**src/rtl/id_ex_stage.sv**
```systemverilog
// ID/EX pipeline register with operand forwarding, load-use bubble insertion,
// downstream hold and branch flush. Feeds the ALU wrapper directly.
module id_ex_stage #(
   parameter int DATA_W = 32,
   parameter int CTRL_W = 4,
   parameter int REG_AW = 5
) (
   input  logic              clk_i,
   input  logic              rst_i,

   input  logic              id_valid_i,
   input  logic [DATA_W-1:0] id_rs_data_i,
   input  logic [DATA_W-1:0] id_rt_data_i,
   input  logic [DATA_W-1:0] id_imm_i,
   input  logic [REG_AW-1:0] id_rs_addr_i,
   input  logic [REG_AW-1:0] id_rt_addr_i,
   input  logic [REG_AW-1:0] id_rd_addr_i,
   input  logic [CTRL_W-1:0] id_alu_ctrl_i,
   input  logic              id_alusrc_i,
   input  logic              id_shift_i,
   input  logic              id_regwrite_i,
   input  logic              id_memread_i,
   input  logic              id_memwrite_i,

   input  logic              hold_i,
   input  logic              flush_i,

   input  logic              exm_regwrite_i,
   input  logic [REG_AW-1:0] exm_rd_i,
   input  logic [DATA_W-1:0] exm_result_i,
   input  logic              mwb_regwrite_i,
   input  logic [REG_AW-1:0] mwb_rd_i,
   input  logic [DATA_W-1:0] mwb_data_i,

   output logic              stall_o,
   output logic              ex_valid_o,
   output logic [DATA_W-1:0] ex_src1_o,
   output logic [DATA_W-1:0] ex_src2_o,
   output logic [CTRL_W-1:0] ex_ctrl_o,
   output logic [DATA_W-1:0] ex_store_data_o,
   output logic [REG_AW-1:0] ex_rd_o,
   output logic              ex_regwrite_o,
   output logic              ex_memread_o,
   output logic              ex_memwrite_o
);

   logic              ex_valid_q;
   logic              ex_regwrite_q;
   logic              ex_memread_q;
   logic              ex_memwrite_q;
   logic              ex_alusrc_q;
   logic              ex_shift_q;
   logic [CTRL_W-1:0] ex_ctrl_q;
   logic [REG_AW-1:0] ex_rd_q;
   logic [REG_AW-1:0] ex_rs_addr_q;
   logic [REG_AW-1:0] ex_rt_addr_q;
   logic [DATA_W-1:0] ex_rs_data_q;
   logic [DATA_W-1:0] ex_rt_data_q;
   logic [DATA_W-1:0] ex_imm_q;

   logic [DATA_W-1:0] fwd_rs;
   logic [DATA_W-1:0] fwd_rt;
   logic              uses_rt;
   logic              hazard;

   // EX/MEM wins over MEM/WB because it carries the younger write; $0 is never bypassed.
   always_comb begin
      fwd_rs = ex_rs_data_q;
      if (exm_regwrite_i && (exm_rd_i != '0) && (exm_rd_i == ex_rs_addr_q))
         fwd_rs = exm_result_i;
      else if (mwb_regwrite_i && (mwb_rd_i != '0) && (mwb_rd_i == ex_rs_addr_q))
         fwd_rs = mwb_data_i;
   end

   always_comb begin
      fwd_rt = ex_rt_data_q;
      if (exm_regwrite_i && (exm_rd_i != '0) && (exm_rd_i == ex_rt_addr_q))
         fwd_rt = exm_result_i;
      else if (mwb_regwrite_i && (mwb_rd_i != '0) && (mwb_rd_i == ex_rt_addr_q))
         fwd_rt = mwb_data_i;
   end

   // Shifts take shamt through src1 and the shifted value (rt) through src2.
   always_comb begin
      ex_src1_o = ex_shift_q ? ex_imm_q : fwd_rs;
      ex_src2_o = (ex_alusrc_q && !ex_shift_q) ? ex_imm_q : fwd_rt;
   end

   assign ex_store_data_o = fwd_rt;
   assign ex_valid_o      = ex_valid_q;
   assign ex_ctrl_o       = ex_ctrl_q;
   assign ex_rd_o         = ex_rd_q;
   assign ex_regwrite_o   = ex_regwrite_q;
   assign ex_memread_o    = ex_memread_q;
   assign ex_memwrite_o   = ex_memwrite_q;

   // A load in EX cannot feed the instruction in ID in time; rt only matters if actually read.
   assign uses_rt = !id_alusrc_i || id_memwrite_i || id_shift_i;
   assign hazard  = ex_valid_q && ex_memread_q && (ex_rd_q != '0) && id_valid_i &&
                    ((ex_rd_q == id_rs_addr_i) || (uses_rt && (ex_rd_q == id_rt_addr_i)));
   assign stall_o = hazard || hold_i;

   // Hold refreshes the operand data so write-backs retiring during the freeze are captured.
   always_ff @(posedge clk_i or posedge rst_i) begin
      if (rst_i) begin
         ex_valid_q    <= 1'b0;
         ex_regwrite_q <= 1'b0;
         ex_memread_q  <= 1'b0;
         ex_memwrite_q <= 1'b0;
         ex_alusrc_q   <= 1'b0;
         ex_shift_q    <= 1'b0;
         ex_ctrl_q     <= '0;
         ex_rd_q       <= '0;
         ex_rs_addr_q  <= '0;
         ex_rt_addr_q  <= '0;
         ex_rs_data_q  <= '0;
         ex_rt_data_q  <= '0;
         ex_imm_q      <= '0;
      end else if (hold_i) begin
         ex_rs_data_q  <= fwd_rs;
         ex_rt_data_q  <= fwd_rt;
      end else if (flush_i || hazard) begin
         ex_valid_q    <= 1'b0;
         ex_regwrite_q <= 1'b0;
         ex_memread_q  <= 1'b0;
         ex_memwrite_q <= 1'b0;
         ex_alusrc_q   <= 1'b0;
         ex_shift_q    <= 1'b0;
         ex_ctrl_q     <= '0;
         ex_rd_q       <= '0;
         ex_rs_addr_q  <= '0;
         ex_rt_addr_q  <= '0;
         ex_rs_data_q  <= '0;
         ex_rt_data_q  <= '0;
         ex_imm_q      <= '0;
      end else begin
         ex_valid_q    <= id_valid_i;
         ex_regwrite_q <= id_valid_i && id_regwrite_i;
         ex_memread_q  <= id_valid_i && id_memread_i;
         ex_memwrite_q <= id_valid_i && id_memwrite_i;
         ex_alusrc_q   <= id_alusrc_i;
         ex_shift_q    <= id_shift_i;
         ex_ctrl_q     <= id_alu_ctrl_i;
         ex_rd_q       <= id_rd_addr_i;
         ex_rs_addr_q  <= id_rs_addr_i;
         ex_rt_addr_q  <= id_rt_addr_i;
         ex_rs_data_q  <= id_rs_data_i;
         ex_rt_data_q  <= id_rt_data_i;
         ex_imm_q      <= id_imm_i;
      end
   end

endmodule
```
**config.mk**
```make
export PLATFORM = sky130hd
export DESIGN_NAME = id_ex_stage
export DESIGN_NICKNAME = d
export VERILOG_FILES = /design/src/rtl/id_ex_stage.sv
export SDC_FILE = /design/constraint.sdc
export NUM_CORES = 1
export LEC_CHECK = 0
export CORE_ASPECT_RATIO = 1.1
export CORE_MARGIN = 2
export CORE_UTILIZATION = 45
export CTS_CLUSTER_SIZE = 24
export DETAILED_ROUTE_END_ITERATION = 8
export HOLD_SLACK_MARGIN = 0.08
export PLACE_DENSITY = 0.83
export REMOVE_ABC_BUFFERS = 1
export SLEW_MARGIN = 5
export SYNTH_ARGS = -nofsm -noshare
export SYNTH_HDL_FRONTEND = slang
export SYNTH_SLANG_ARGS = --single-unit
```
**constraint.sdc**
```tcl
create_clock -name clk_i -period 14.2 [get_ports clk_i]
set_input_delay 4.26 -clock clk_i [delete_from_list [all_inputs] [get_ports clk_i]]
set_output_delay 4.26 -clock clk_i [all_outputs]
set_load 0.02 [all_outputs]
```
==> results.md <==
Status:
- The flow ran to the end, and the final reports show no timing, DRC or antenna violations.

Route:
- The routed layout has 7847 vias.
- After detailed routing, the total wire length is 29700 µm.
- Once detail routing completed, the nets flagged for antenna violations numbered 0.
- After detailed routing, the number of remaining DRC violations is 0.
- The pre-antenna-repair detailed-routing pass consisted of 5 iterations.
- The violation count after the first detailed-routing iteration is 815.
- The routed wire length per instance is 23.7 µm.
- Dividing the detail-routed via count by the number of cells gives 6.26.

Placement:
- The final weighted congestion in routability-driven placement is 0.789.
- The half-perimeter wire length after detailed placement is 18700 µm.
- The number of placed instances, taps included is 1221.
- The total of buffers placed on input and output ports is 310.

Pwr:
- Overall power consumption after layout is estimated at 1.33 mW.
- The areal power density over the cells is 111 mW/mm².
- The analysis attributes to net switching a power of 391 µW.
- The share of power burned in registers is 29.7%.
- The portion of total power attributed to combinational logic is 31.6%.
- The reported leakage power is 4.82 nW.
- Of the total power, the share spent switching nets is 29.5%.
- The clock share of power is 38.8%.
- The cell-internal power is 934 µW.
- Across the VDD grid, the largest voltage drop is 81.6 µV.

Setup path:
- Measured in cells, the most critical reg-to-reg path has a length of 6.
- The data arrival time at the worst-slack endpoint is 8.13 ns.
- The launching element of the worst setup path is mwb_rd_i[4].
- The cell family contributing the most delay on the critical path is compound AO/OA/AOI/OAI gates.
- The worst setup path is captured at an output port.
- The end point of the critical path is ex_src1_o[15].
- Across all register-to-register paths, the minimum setup slack is 11.20 ns.
- The launch instance of the worst register-to-register path is ex_rs_addr_q[3].
- STA classifies the critical path startpoint as an input port.
- On the critical path, the stage with the largest delay is an instance of sky130_fd_sc_hd__nand3_2.
- The worst stage delay on the critical path is 0.92 ns.
- The required time of the worst setup path is 9.94 ns.
- The critical path goes through clkdlybuf4s50_1 -> or4_4 -> o21a_2 -> nand3_2 -> a221o_1 -> a31o_1 -> clkdlybuf4s50_1.
- The buffering stage count on the worst path with inverters included is 2.
- The cell seen most often among critical-path stages is sky130_fd_sc_hd__clkdlybuf4s50_1.
- Counting buffers and inverters, the worst setup path is 7 cells deep.
- The worst setup path is of the input port to output port kind.
- Along the worst path, the maximum fanout reaches 33.
- In this run the critical register-to-register path is captured at ex_rs_data_q[16].

Synthesis:
- For this run, the leading register cell type out of synthesis is sky130_fd_sc_hd__dfrtp_1.
- The largest total area in the synthesized netlist belongs to sky130_fd_sc_hd__dfrtp_1.
- After synthesis, the largest area contributor takes up 37.3% of total cell area.
- By instance count, the leading cell after synthesis is sky130_fd_sc_hd__dfrtp_1.
- The number of library cell types mapped by synthesis is 45.
- The count of yosys warnings during synthesis is 0.
- The number of flops mapped to enable cells by yosys is 0.
- In this run, synthesis produced a sequential element count of 121.
- By area the synthesized netlist is led by sky130_fd_sc_hd__dfrtp_1 37%, sky130_fd_sc_hd__a22o_1 9.3%, sky130_fd_sc_hd__a31oi_4 7.9%.
- The number of standard cells after synthesis is 746.
- Ranked by instance count, the synthesized netlist is headed by 121 x sky130_fd_sc_hd__dfrtp_1, 86 x sky130_fd_sc_hd__a22o_1, 58 x sky130_fd_sc_hd__clkbuf_1, 36 x sky130_fd_sc_hd__o31ai_1, 34 x sky130_fd_sc_hd__inv_1.
- The synthesized cell area is 0.00812 mm².
- A synthesized cell averages 10.9 µm².
- In the synthesized netlist the async set-or-reset flop fraction comes to 100%.
- The register area share after synthesis is 37.3%.

Global route:
- For this run the aggregate overflow at the end of global routing stands at 0.
- The wire length of the first global-routing pass is 45300 µm.
- Global routing consumed, on the met2 layer, 52.8% of the routing resources.
- Global routing consumed, on the met3 layer, 6.90% of the routing resources.
- Entering global routing, the biggest net connects 90 pins.
- The via count of the first global-routing pass is 8116.
- The global-route track usage on met1 is 36.6%.
- The total track usage is 30.5%.
- The global routing stage identified its most utilized layer as met2.
- The initial antenna violation count came to 1.

STA:
- The setup-violating endpoint count in the final report is 0.
- The top achievable clock speed is 80.7 MHz.
- The pin slew with the least headroom to its limit is 1.17 ns.
- The post-route clock period utilization is 87.2%.
- For the finished layout, the period the worst path requires is 12.39 ns.
- The max-slew headroom at the worst pin is 21.8%.
- The worst clock skew on the final layout is 0.00881 ns.
- The setup TNS is 0 ns.
- The final count of hold timing violations is 0.
- The number of pins exceeding their max-slew limit in the final report came to 0.
- Setup repair after global routing left no endpoint under its margin.

Floorplanning:
- Pin placement for this block handled 311 I/O pins.
- The floorplan has 51 rows.
- The full die area is 0.0191 mm².
- The starting density of the core is 45.9%.
- The core region is 0.0177 mm².
- The height of the chip is 145 µm.
- The horizontal die dimension is 132 µm.

Layout:
- The post-layout instance count excluding filler cells is 1254.
- The net count of the finished layout is 1203.
- Of the cells placed in the final design, the portion with a size suffix greater than 1 is 12.5%.
- Relative to the synthesized area, the layout overhead comes to 47.2%.

Run:
- Max-cap violations in this run came to 0.

Clock tree:
- Buffers inserted to repair hold after CTS numbered 0.
- The longest clock path from root to sink contains 2 buffers.
- Buffers added to address setup during post-CTS repair amount to 0.
- Counting the buffers created by CTS gives 17.
- Clock-pin slew was measured on the worst setup and hold paths at 0.06 ns.
- The clock tree from TritonCTS is built.
- The total number of clock tree sinks is 121.
- The post-CTS resize count is 0.
- The cell sitting at the root of the clock tree is a sky130_fd_sc_hd__clkbuf_16.
- The deepest level of the CTS H-tree is 4.
- The clock latency on the worst-skew pair is 0.42 ns.

Min path:
- The path class of the lowest-slack min-delay path is register to register.
## placed cells by master, fill, tap and decap left out, drive strengths merged, types with 22 or more instances in the layout
master,count
a32o,31
dfrtp,121
and2,28
clkbuf,22
or4,34
a31oi,32
a31o,28
inv,34
or3,28
nor3,34
a22o,86
a221o,28
o31ai,36
mux2,32
xnor2,25
and3,32
clkdlybuf4s50,309
## worst min path at each step
stage                        startpoint            end  slack (ns)  cells after the start
after floorplan             ex_alusrc_q    ex_alusrc_q        0.48                      1
final                     ex_memwrite_o  ex_memwrite_o        0.50                      1
after CTS                 ex_memwrite_o  ex_memwrite_o        0.50                      1
after global routing       ex_ctrl_o[1]   ex_ctrl_o[1]        0.53                      1
after global placement    ex_memwrite_o  ex_memwrite_o        0.47                      1
after detailed placement  ex_memwrite_o  ex_memwrite_o        0.48                      1
## cell families after synthesis
| family | Yosys count | synth area share [%] |
|---|---|---|
| compound gates | 262 | 33.2 |
| xor+xnor | 30 | 3.24 |
| buf+inv | 121 | 6.91 |
| flops | 121 | 37.3 |
| mux | 32 | 5.83 |
| simple gates | 180 | 13.5 |
## metrics by stage
| step | instance area [µm²] | hold WS (ns) | setup slack, ns | utilization, % |
|---|---|---|---|---|
| floorplan | 7680 | 0.479 | 1.52 | - |
| global placement | 11200 | 0.472 | 1.97 | 63.6 |
| detailed placement | 11200 | 0.484 | 1.91 | 63.6 |
| CTS | 11900 | 0.498 | 1.85 | 67.6 |
| global route | 11900 | 0.528 | 1.72 | 67.6 |
| finish | 11900 | 0.497 | 1.81 | 67.6 |
## metal layers
layer / vias to the layer above / routed length, µm
met4: 0 / 901
met3: 65 / 2360
met5: - / 0
li1: 3454 / -
met1: 3929 / 11600
met2: 399 / 14800
## flip-flops by register name (all words and copies together), names as in the netlist
signal / flops
ex_imm_q: 32
ex_rs_data_q: 32
ex_rt_data_q: 32
ex_rd_o: 5
ex_rs_addr_q: 5
ex_rt_addr_q: 5
ex_ctrl_o: 4
ex_alusrc_q: 1
ex_memread_o: 1
ex_memwrite_o: 1
ex_regwrite_o: 1
ex_shift_q: 1
ex_valid_o: 1
## power by group through the flow
stage                     Sequential, mW  Clock (mW)  Combinational, mW
after global placement             0.397           0              0.410
final                              0.393       0.514              0.418
after CTS                          0.393       0.519              0.418
after global routing               0.396       0.534              0.439
after floorplan                    0.397           0              0.214
after detailed placement           0.399           0              0.415
## cell type report
class	instances	area (µm²)
fill	1367	5730
multi-input combinational	504	4590
timing repair buffer	324	3210
sequential	121	3030
clock buffer	22	484
tap	238	298
clock inverter	10	213
inverter	34	130
antenna	1	2.50
Power figures use the tool's default switching activity.
==> patch 1, RTL diff (same flow settings) <==
The parameter `DATA_W` goes from 32 to 48.
--- a/src/rtl/id_ex_stage.sv
+++ b/src/rtl/id_ex_stage.sv
@@ -3,3 +3,3 @@
 module id_ex_stage #(
-   parameter int DATA_W = 32,
+   parameter int DATA_W = 48,
    parameter int CTRL_W = 4,
Interface: changed (8 resized); port bits go from 311 to 439. No check against the original RTL was run, so the function may have changed too.
==> patch 1 against the unedited design <==
Global-route usage increased by 5.0 points; clock power decreased by 12%; cell area up 28%; wire length grew 50%; synthesized area is 28% higher; die area grew 27%; largest cell class unchanged; worst setup slack worse by 0.41 ns; total power is 19% higher; largest power group is now combinational cells; sequential cell count increased by 48.
==> patch 1: results (changes against the unedited design) <==
Layout
  – Biggest regs: ex_imm_q x48, ex_rs_data_q x48, ex_rt_data_q x48
  – Finished Layout Cells: 1,671 (+33%)
  – Fillers: 1,812 (+33%)
  – Share of layout cells above drive strength 1: 0.1111 (-0.01401)

Global route
  – Antenna violations before repair: 2 (+1)
  – First-pass GRT wire length: 66,030 um (+46%)
  – GRT Util Overall: 0.3551 (+0.04992)
  – Vias in the first global route: 11,070 (+36%)
  – Largest net degree at the start of global routing: 97 (+7.8%)

Clock network
  – Max H-tree Level: 4 (unchanged)
  – Post_cts resized: 0 (unchanged)
  – CTS Root Cell: clkbuf_16
  – Latest clock arrival within the worst-skew pair: 0.43 ns
  – Clock transition at path regs: 0.07 ns
  – Longest Clk Path Bufs: 2 (unchanged)
  – CTS Buf Count: 17 (unchanged)
  – Post-CTS Setup Bufs: 0 (unchanged)

Setup path
  – Reg-to-Reg Start: ex_rd_o[4]
  – Critical path class: in2out
  – Reg2Reg Depth: 7 (+1)
  – Slowest cell on the critical path: or2_2
  – Worst setup path end: ex_src2_o[18]
  – CP arrival: 8.53 ns (+0.40 ns)
  – Worst path max stage delay: 0.94 ns (+0.02 ns)
  – R2R setup slack: 10.70 ns (-0.50 ns)
  – Worst path top cell family by delay: buffers and inverters
  – Critical path launch point: exm_rd_i[1]
  – Crit Path Max Fanout: 49 (+48%)
  – Worst r2r dst: ex_rt_data_q[38]

Routing
  – Via density per instance: 6.743 (+7.8%)
  – Post-route ant nets: 0 (unchanged)
  – Drt pass-1 iters: 5 (unchanged)
  – Drt first-iter violations: 1,215 (+49%)
  – Total Routed Length: 44,460 um (+50%)

Synthesis
  – Area contributors post-synth: dfrtp_1 41%, a22o_1 10%, mux2_2 5.2%
  – Synth Warn #: 0 (unchanged)
  – Post-synthesis sequential area ratio: 0.4084 (+0.03536)
  – Mapped Cells: 1,016 (+36%)
  – Commonest cells post-synth: 169 x dfrtp_1, 118 x a22o_1, 92 x clkbuf_1, 51 x nand4_1, 51 x nor3_1
  – FFs w/ async S/R, synth: 1.000 (unchanged)
  – Netlist cell types: 40 (-11%)

Outcome
  – Run status: finished clean

Timing
  – Worst Skew: 0.01880 ns (+0.009995 ns)
  – Worst Tran Pin Value: 1.270 ns (+0.1018 ns)
  – Final setup viols: 0 (unchanged)

Placement
  – Placed cells: 1,637 (+34%)
  – Placed Area: 14,750 sq um (+31%)
  – DP HPWL: 29,020 um (+55%)
  – IO Port Bufs: 438 (+41%)
  – GPL Wtd Cong: 0.8981 (+14%)

Power and ir drop
  – P_leak: 6.112 nW (+27%)
  – IR drop worst, VDD: 0.06841 mV (-16%)

Min path
  – Min-delay worst type: reg2reg
[patch 1: cell types whose count changed after synthesis, moves of 34 or more]
cell      delta
a31o_2      +36
a31oi_1     +47
clkbuf_1    +34
dfrtp_1     +48
mux2_2      +46
nand4_1     +48
[patch 1: power breakdown]
group          switching [mW]  internal, mW
logic                   0.292         0.275
clock network           0.210         0.243
registers              0.0274         0.524
total                   0.530          1.04
[patch 1: metrics by stage]
stage	hold WS, ns	util	setup slack (ns)
CTS	0.5042	0.6735	1.236
global placement	0.4746	0.6492	1.340
floorplan	0.4790	-	-0.2506
finish	0.5064	0.6741	1.406
detailed placement	0.4871	0.6492	1.285
global route	0.5139	0.6740	1.330
[patch 1: final cells by class]
cell class,count,area share
Tap cell,300,0.02451
Clock inverter,12,0.007681
Timing Repair Buffer,454,0.2942
Clock buffer,19,0.02827
Sequential cell,169,0.2763
Inverter,2,0.0008171
Antenna cell,3,0.0004903
Multi-Input combinational cell,712,0.3677
[patch 1: worst min-delay path by stage]
stage	start	to	slack, ns	depth (start not counted)
3_5_place_dp	ex_memwrite_o	ex_memwrite_o	0.49	1
4_1_cts	ex_memwrite_o	ex_memwrite_o	0.50	1
2_1_floorplan	ex_alusrc_q	ex_alusrc_q	0.48	1
6_report	ex_memwrite_o	ex_memwrite_o	0.51	1
3_3_place_gp	ex_regwrite_o	ex_regwrite_o	0.47	1
5_1_grt	ex_memwrite_o	ex_memwrite_o	0.51	1
[patch 1: logic make-up after synthesis]
| group | after synthesis | synth area share |
|---|---|---|
| AOI/OAI and AO/OA | 372 | 0.3068 |
| xor gates and xnor gates | 30 | 0.02537 |
| buffers and inverters | 135 | 0.05739 |
| DFF | 169 | 0.4084 |
| muxes | 48 | 0.05219 |
| and+or+nand+nor | 262 | 0.1499 |
[patch 1: routing by layer]
metal / GRT usage / up-vias / share of wire
li1: - / 4795 / -
met1: 0.4372 / 5536 / 0.37
met2: 0.5979 / 810 / 0.49
met3: 0.07682 / 126 / 0.10
met4: 0.1623 / 0 / 0.045
met5: 0 / - / 0
==> patch 2, RTL diff (same settings) <==
Without the edit above. Make the reset (`rst_i`) synchronous in one clocked block.
--- a/src/rtl/id_ex_stage.sv
+++ b/src/rtl/id_ex_stage.sv
@@ -103,3 +103,3 @@
    // Hold refreshes the operand data so write-backs retiring during the freeze are captured.
-   always_ff @(posedge clk_i or posedge rst_i) begin
+   always_ff @(posedge clk_i) begin
       if (rst_i) begin
Function: differs if rst_i is asserted again (counterexample within 4 cycles, from zero or initial values and one cycle with rst_i high); with rst_i held inactive, the same outputs for 4 cycles.
==> patch 2 against the unedited design <==
Worst setup slack improved by 0.043 ns; sequential cell count did not move; wire length fell by 8.9%; worst hold slack got worse by 0.023 ns; total power fell by 24%; synthesized area fell by 8.1%; synthesized cell count rose by 3.6%; cell area fell by 7.5%; largest cell class unchanged.
==> patch 2: results (changes against the unedited design) <==
Clock network
  – CTS Root Cell: clkbuf_16
  – Post_cts resized: 0 (unchanged)
  – Longest Clk Path Bufs: 2 (unchanged)
  – CTS Buf Count: 17 (unchanged)
  – Max H-tree Level: 4 (unchanged)
  – Post-CTS Setup Bufs: 0 (unchanged)
  – Clock transition at path regs: 0.05 ns
  – Post-CTS Hold Fix Bufs: 0 (unchanged)
  – Latest clock arrival within the worst-skew pair: 0.42 ns (about the same)

Layout
  – Share of layout cells above drive strength 1: 0.1245 (-0.0006058)
  – Biggest regs: ex_imm_q x32, ex_rs_data_q x32, ex_rt_data_q x32
  – NumNets Final: 1,229 (+2.2%)
  – Fillers: 1,307 (-4.4%)

Global route
  – GRT Util Overall: 0.2994 (-0.005719)
  – Largest net degree at the start of global routing: 96 (+6.7%)
  – Antenna violations before repair: 1 (unchanged)
  – Vias in the first global route: 7,572 (-6.7%)
  – First-pass GRT wire length: 41,830 um (-7.7%)

Placement
  – GPL Wtd Cong: 0.8511 (+7.9%)
  – IO Port Bufs: 310 (unchanged)
  – Placed Area: 10,530 sq um (-6.3%)
  – DP HPWL: 17,980 um (-4.0%)

Synthesis
  – Synth Warn #: 0 (unchanged)
  – Netlist cell types: 42 (-6.7%)
  – Commonest cells post-synth: 121 x dfxtp_1, 86 x a22o_1, 60 x clkbuf_1, 54 x o31ai_1, 35 x nor2_1
  – Commonest register cell after synthesis: dfxtp_1
  – FFs w/ async S/R, synth: 0 (-1.000)
  – Area contributors post-synth: dfxtp_1 32%, a22o_1 10%, a31oi_4 8.6%
  – Post-synthesis sequential area ratio: 0.3247 (-0.04827)

Routing
  – Drt first-iter violations: 535 (-34%)
  – Wire per inst: 21.81 um (-8.0%)
  – Drt pass-1 iters: 8 (+3)
  – Via density per instance: 6.148 (-1.7%)

Setup path
  – Crit Path Max Fanout: 33 (unchanged)
  – CP arrival: 8.09 ns (-0.04 ns)
  – Worst path max stage delay: 0.94 ns (+0.02 ns)
  – Slowest cell on the critical path: nand3_2

Timing
  – Worst Skew: 0.01137 ns (+0.002567 ns)
  – Worst Tran Pin Value: 1.035 ns (-0.1334 ns)

Outcome
  – Run status: finished clean

Min path
  – Min-delay worst type: reg2reg

Power and ir drop
  – IR drop worst, VDD: 0.07890 mV (-3.3%)
  – P_leak: 3.991 nW (-17%)
## patch 2: cell types whose count changed after synthesis, moves of 18 or more
cell,delta
or3_1,-28
dfxtp_1,+121
nor2_1,+28
dfrtp_1,-121
a31o_1,-26
and2_1,-28
o21ai_0,+27
o31ai_1,+18
nand2_1,+27
a32o_1,-28
a221oi_1,+28
a221o_1,-28
o2bb2ai_1,+28
## patch 2: critical path, delay by kind of cell
family / cells / cell delay (ns)
compound gates: 3 / 1.55
simple gates: 2 / 1.12
buf+inv: 2 / 1.14
## patch 2: routing by layer
layer  wire length [um]  GRT usage  part of all wire
met5                  0          0                 0
met4                664     0.1029             0.025
met3               2335    0.07523             0.086
met2              13710     0.5306              0.51
met1              10360     0.3510              0.38
## patch 2: stage by stage
stage / setup slack [ns] / utilization / std cells
after floorplan: 1.532 / - / 686
after global placement: 1.978 / 0.6459 / 1213
after global routing: 1.702 / 0.6777 / 1240
final: 1.854 / 0.6778 / 1241
after detailed placement: 1.915 / 0.6459 / 1213
after CTS: 1.914 / 0.6777 / 1240
## patch 2: layout make-up
cell class | instances | area, sq um | share of cell area
Timing Repair Buffer | 323 | 3201 | 0.2895
Tap cell | 204 | 255.2 | 0.02309
Clock inverter | 4 | 20.02 | 0.001811
Clock buffer | 23 | 498.0 | 0.04505
Multi-Input combinational cell | 533 | 4534 | 0.4102
Sequential cell | 121 | 2424 | 0.2192
Inverter | 32 | 120.1 | 0.01087
Antenna cell | 1 | 2.502 | 0.0002264
## patch 2: logic make-up after synthesis
| kind of cell | Yosys count | synth area share |
|---|---|---|
| buffers and inverters | 119 | 0.07296 |
| muxes | 32 | 0.06340 |
| and+or+nand+nor | 181 | 0.1290 |
| xor gates and xnor gates | 30 | 0.03522 |
| AOI/OAI and AO/OA | 290 | 0.3747 |
| DFF | 121 | 0.3247 |
## patch 2: power by group
group	switching (mW)	internal [mW]	leakage, nW	total (mW)
Combinational	0.121	0.129	2.74	0.251
Clock	0.149	0.240	0.262	0.389
Sequential	0.00889	0.355	0.988	0.364
## patch 2: final timing paths
| check | from | cells past startpoint | slack (ns) | to |
|---|---|---|---|---|
| worst max-delay path | mwb_rd_i[4] | 7 | 1.85 | ex_src1_o[22] |
| worst min register to register | ex_ctrl_o[2] | 1 | 0.47 | ex_ctrl_o[2] |
| worst min-delay path | ex_ctrl_o[2] | 1 | 0.47 | ex_ctrl_o[2] |
| worst max register to register | ex_rd_o[2] | 7 | 11.25 | ex_imm_q[10] |
